## src/rtl/stream_mux_pkg.sv

```systemverilog
// Shared constants and helpers for the round-robin stream multiplexer.
package stream_mux_pkg;

    localparam logic MODE_FIXED = 1'b0;
    localparam logic MODE_RR    = 1'b1;

    localparam int unsigned DEFAULT_WIDTH  = 4;
    localparam int unsigned DEFAULT_NUM_CH = 3;

    // Successor of a channel index, wrapping n-1 back to 0.
    function automatic int unsigned next_idx(input int unsigned idx, input int unsigned n);
        return (idx + 1 >= n) ? 0 : idx + 1;
    endfunction

endpackage

```

## src/rtl/rr_arbiter.sv

```systemverilog
// Combinational round-robin arbiter: first requester at or after ptr, wrapping.
module rr_arbiter
    import stream_mux_pkg::*;
#(
    parameter int unsigned NUM_CH = DEFAULT_NUM_CH,
    localparam int unsigned SEL_W = $clog2(NUM_CH)
) (
    input  logic [NUM_CH-1:0] req,
    input  logic [SEL_W-1:0]  ptr,
    input  logic              enable,
    output logic              grant,
    output logic [SEL_W-1:0]  grant_idx
);

    logic [SEL_W-1:0] idx;

    always_comb begin
        grant     = 1'b0;
        grant_idx = '0;
        idx       = ptr;
        for (int unsigned off = 0; off < NUM_CH; off++) begin
            if (enable && !grant && req[idx]) begin
                grant     = 1'b1;
                grant_idx = idx;
            end
            idx = SEL_W'(next_idx(32'(idx), NUM_CH));
        end
    end

endmodule

```

## src/rtl/stream_mux_rr.sv

```systemverilog
// Registered NUM_CH-to-1 stream mux with fixed-select or round-robin arbitration.
module stream_mux_rr
    import stream_mux_pkg::*;
#(
    parameter int unsigned WIDTH  = DEFAULT_WIDTH,
    parameter int unsigned NUM_CH = DEFAULT_NUM_CH,
    localparam int unsigned SEL_W = $clog2(NUM_CH)
) (
    input  logic                    clk,
    input  logic                    rst,
    input  logic                    mode,
    input  logic [SEL_W-1:0]        sel,
    input  logic [NUM_CH-1:0]       in_valid,
    output logic [NUM_CH-1:0]       in_ready,
    input  logic [NUM_CH*WIDTH-1:0] in_data,
    output logic                    out_valid,
    input  logic                    out_ready,
    output logic [WIDTH-1:0]        out_data,
    output logic [SEL_W-1:0]        out_ch
);

    logic             out_valid_q;
    logic [WIDTH-1:0] out_data_q;
    logic [SEL_W-1:0] out_ch_q;
    logic [SEL_W-1:0] ptr_q;

    logic             load_en;
    logic             rr_grant;
    logic [SEL_W-1:0] rr_idx;
    logic             fix_grant;
    logic             grant;
    logic [SEL_W-1:0] cand;
    logic [WIDTH-1:0] cand_data;
    logic             transfer;

    rr_arbiter #(
        .NUM_CH (NUM_CH)
    ) u_arb (
        .req       (in_valid),
        .ptr       (ptr_q),
        .enable    (mode == MODE_RR),
        .grant     (rr_grant),
        .grant_idx (rr_idx)
    );

    // Compare against each legal index so an out-of-range sel never indexes in_valid.
    always_comb begin
        fix_grant = 1'b0;
        for (int unsigned i = 0; i < NUM_CH; i++) begin
            if (32'(sel) == i && in_valid[i]) begin
                fix_grant = 1'b1;
            end
        end
    end

    always_comb begin
        load_en  = !out_valid_q || out_ready;
        cand     = (mode == MODE_RR) ? rr_idx : sel;
        grant    = (mode == MODE_RR) ? rr_grant : fix_grant;
        transfer = !rst && load_en && grant;
    end

    always_comb begin
        in_ready  = '0;
        cand_data = '0;
        for (int unsigned i = 0; i < NUM_CH; i++) begin
            if (32'(cand) == i) begin
                in_ready[i] = transfer;
                cand_data   = in_data[i*WIDTH +: WIDTH];
            end
        end
    end

    always_ff @(posedge clk) begin
        if (rst) begin
            out_valid_q <= 1'b0;
            out_data_q  <= '0;
            out_ch_q    <= '0;
            ptr_q       <= '0;
        end else if (transfer) begin
            out_valid_q <= 1'b1;
            out_data_q  <= cand_data;
            out_ch_q    <= cand;
            if (mode == MODE_RR) begin
                ptr_q <= SEL_W'(next_idx(32'(cand), NUM_CH));
            end
        end else if (out_ready) begin
            out_valid_q <= 1'b0;
        end
    end

    assign out_valid = out_valid_q;
    assign out_data  = out_data_q;
    assign out_ch    = out_ch_q;

endmodule

```

## config.mk

```make
export PLATFORM = sky130hd
export DESIGN_NAME = stream_mux_rr
export DESIGN_NICKNAME = d
export VERILOG_FILES = /design/src/rtl/stream_mux_pkg.sv /design/src/rtl/rr_arbiter.sv /design/src/rtl/stream_mux_rr.sv
export SDC_FILE = /design/constraint.sdc
export NUM_CORES = 1
export LEC_CHECK = 0
export BUFFER_PORTS_ARGS = -buffer_cell sky130_fd_sc_hd__buf_2
export CAP_MARGIN = 20
export CELL_PAD_IN_SITES_DETAIL_PLACEMENT = 1
export CELL_PAD_IN_SITES_GLOBAL_PLACEMENT = 1
export CORE_MARGIN = 1.5
export CORE_UTILIZATION = 33
export DETAILED_ROUTE_END_ITERATION = 8
export PLACE_DENSITY = 0.8
export SLEW_MARGIN = 20
export SYNTH_ARGS = -nofsm -noshare
export SYNTH_HDL_FRONTEND = slang
export SYNTH_SLANG_ARGS = --single-unit
```

## constraint.sdc

```tcl
create_clock -name clk -period 2.8 [get_ports clk]
set_input_delay 0.42 -clock clk [delete_from_list [all_inputs] [get_ports clk]]
set_output_delay 0.42 -clock clk [all_outputs]
set_load 0.02 [all_outputs]
```

==> results.py <==
metrics = {
    "synth": {
        "ys_seq_area_frac": 0.288,
        "syn_area_um2": 626,
        "syn_avg_cell_area_um2": 8.45,
        "synth_largest_area_cell": "dfxtp_1",
        "yosysUniqueCellTypes": 29,
        "synth-seq-cells": 9,
        "yosysWarnings": 0,
        "synth.top_cell.area_share": 0.288,
        "synth_cells": 74,
        "synth_area_leaders": "dfxtp_1, a2bb2oi_1, a31o_2",
        "synth_nets": 95,
    },
    "clock_network": {
        "cts.sinks": 9,
        "path_clk_slew_ps": 60,
        "cts_resized": 0,
        "cts_tree": "built",
        "cts_root_buf": "clkbuf_4",
        "htreeDepth": 1,
        "post_cts_buffers": 0,
        "clockBufferDepth": 2,
        "insertion_delay_ps": 250,
        "hold_buffers": 0,
        "cts_made_buffers": 3,
    },
    "route": {
        "vias": 652,
        "drc": 0,
        "wl_um": 1650,
        "drtIter0Drc": 3,
        "viasPerCell": 5.02,
        "wire_per_inst_um": 12.7,
        "drt_pass1_iterations": 4,
        "ant_nets": 0,
    },
    "floorplan": {
        "start_util": 0.358,
        "row_count": 15,
        "fp.dieH_um": 46.5,
        "design.core.area_um2": 1750,
        "ios": 31,
        "dieArea_um2": 2170,
        "die_w_um": 46.5,
    },
    "global_route": {
        "track_usage": 0.164,
        "grt_pass1_wl_um": 2530,
        "grt_overflow": 0,
        "grt_max_degree": 15,
        "grt_pass1_vias": 601,
        "antenna_found_initial": 0,
    },
    "critical_path": {
        "endpoint_kind": "output port",
        "cp_max_fo": 13,
        "critPathKind": "flip-flop to output port",
        "start_kind": "flip-flop",
        "required_ps": 2380,
        "critical_path_arrival_ps": 1730,
        "r2r_cells": 5,
    },
    "hold_path": {
        "holdPathStages": 2,
        "hold_class": "input pin to flip-flop",
    },
    "flow_run": {
        "maxCapViolCount": 0,
    },
    "timing": {
        "final_max_slew_viol_count": 0,
        "tightest_slew_ps": 822,
        "fmax_ghz": 0.466,
        "setup_violations": 0,
        "relSlewSlack": 0.448,
        "finalCritPeriodShare": 0.767,
        "tns_ps": 0,
        "finalCriticalPeriod_ps": 2150,
        "rsz0062_at_grt": "no",
        "finalClockSkew_ps": 2.55,
        "hold_viol_final": 0,
        "timing.final.ws_setup_ps": 653,
    },
    "place": {
        "portBuffers": 30,
        "pre_cts_ws_ps": 728,
        "place_congestion": 0.792,
        "dp_hpwl_um": 1320,
    },
    "pwr": {
        "p_leak_uw": 0.000380,
        "p_per_area_nw_per_um2": 472,
        "peakVddDrop_uv": 221,
    },
    "status": {
        "status": "completed",
    },
    "final_layout": {
        "final_core_util": 0.462,
        "final_nets": 127,
        "drive_gt1_frac": 0.457,
        "final_cell_mix": "buf_2, dfxtp_1, nand2_1",
        "n_antenna_cell": 0,
        "syn2layout_area_growth_pct": 29.0,
        "final_common_cell": "buf_2",
    },
}
metal layers:
layer  GRT usage  vias up  part of all wire
met5           0        -                 0
met4      0.0514        0            0.0073
met3      0.0275        2             0.042
met2       0.267       16              0.46
met1       0.218      300              0.49
li1            -      334                 -
power by group:
group | total, uW | switching [uW] | internal, uW
Combinational | 133 | 76.1 | 56.6
Sequential | 152 | 9.34 | 142
Clock | 96.4 | 43.9 | 52.5
synthesized netlist by cell type:
library cell,count
o311a_4,1
nand3b_1,1
nor2_2,1
buf_2,1
nand3_1,4
a21oi_2,2
a21boi_2,1
a21o_1,1
nand2_1,8
a211oi_2,1
a21oi_1,6
a31o_2,4
o21ai_1,1
nor2b_1,1
a211o_2,1
inv_1,3
mux2i_1,3
o21ai_0,6
nor3_1,2
a2bb2oi_1,4
nor2_1,4
buf_6,2
nand2b_4,1
o21ai_4,1
nor2b_2,1
dfxtp_1,9
o2111ai_1,1
or3_1,1
nand2b_1,2
cell families (layout without fill, tap and decap cells):
| kind of cell | after synthesis | after routing | share of synthesized area |
|---|---|---|---|
| AO/OA/AOI/OAI | 30 | 30 | 0.384 |
| AND/OR/NAND/NOR | 26 | 26 | 0.218 |
| flip-flops | 9 | 9 | 0.288 |
| buffers and inverters | 6 | 37 | 0.0620 |
| multiplexers | 3 | 3 | 0.0480 |
worst max-delay path, cell delays in order (launching register included):
cell	delay, ps
dfxtp_1	370
a21oi_1	150
o2111ai_1	110
o21ai_1	460
nor2b_1	210
buf_2	170
final timing paths:
| kind | start | slack, ps | endpoint |
|---|---|---|---|
| worst min register to register | out_data[2] | 460 | out_data[2] |
| worst max-delay path | ptr_q[1] | 650 | in_ready[1] |
| worst min-delay path | rst | 390 | ptr_q[0] |
| worst max register to register | ptr_q[1] | 1140 | ptr_q[0] |
metrics by stage:
| step | total power (uW) | std cells | cell area, um^2 | hold WS, ps |
|---|---|---|---|---|
| finish | 381 | 130 | 807 | 394 |
| global route | 406 | 130 | 807 | 408 |
| global placement | 284 | 126 | 779 | 446 |
| detailed placement | 287 | 126 | 779 | 448 |
| floorplan | 246 | 74 | 626 | 480 |
| CTS | 385 | 130 | 807 | 398 |
cell type report:
| cell class | instances | area [um^2] |
|---|---|---|
| clock inverters | 1 | 5.00 |
| multi-input cells | 59 | 407 |
| clock buffers | 3 | 22.5 |
| repair buffers | 30 | 150 |
| flip-flops and latches | 9 | 180 |
| inverters | 3 | 11.3 |
| fillers | 239 | 938 |
| well taps | 25 | 31.3 |
flip-flops by register name, indices dropped and copies added (netlist names):
name and flops:
out_data 4, out_ch 2, ptr_q 2, out_valid 1
Power figures use the tool's default switching activity.
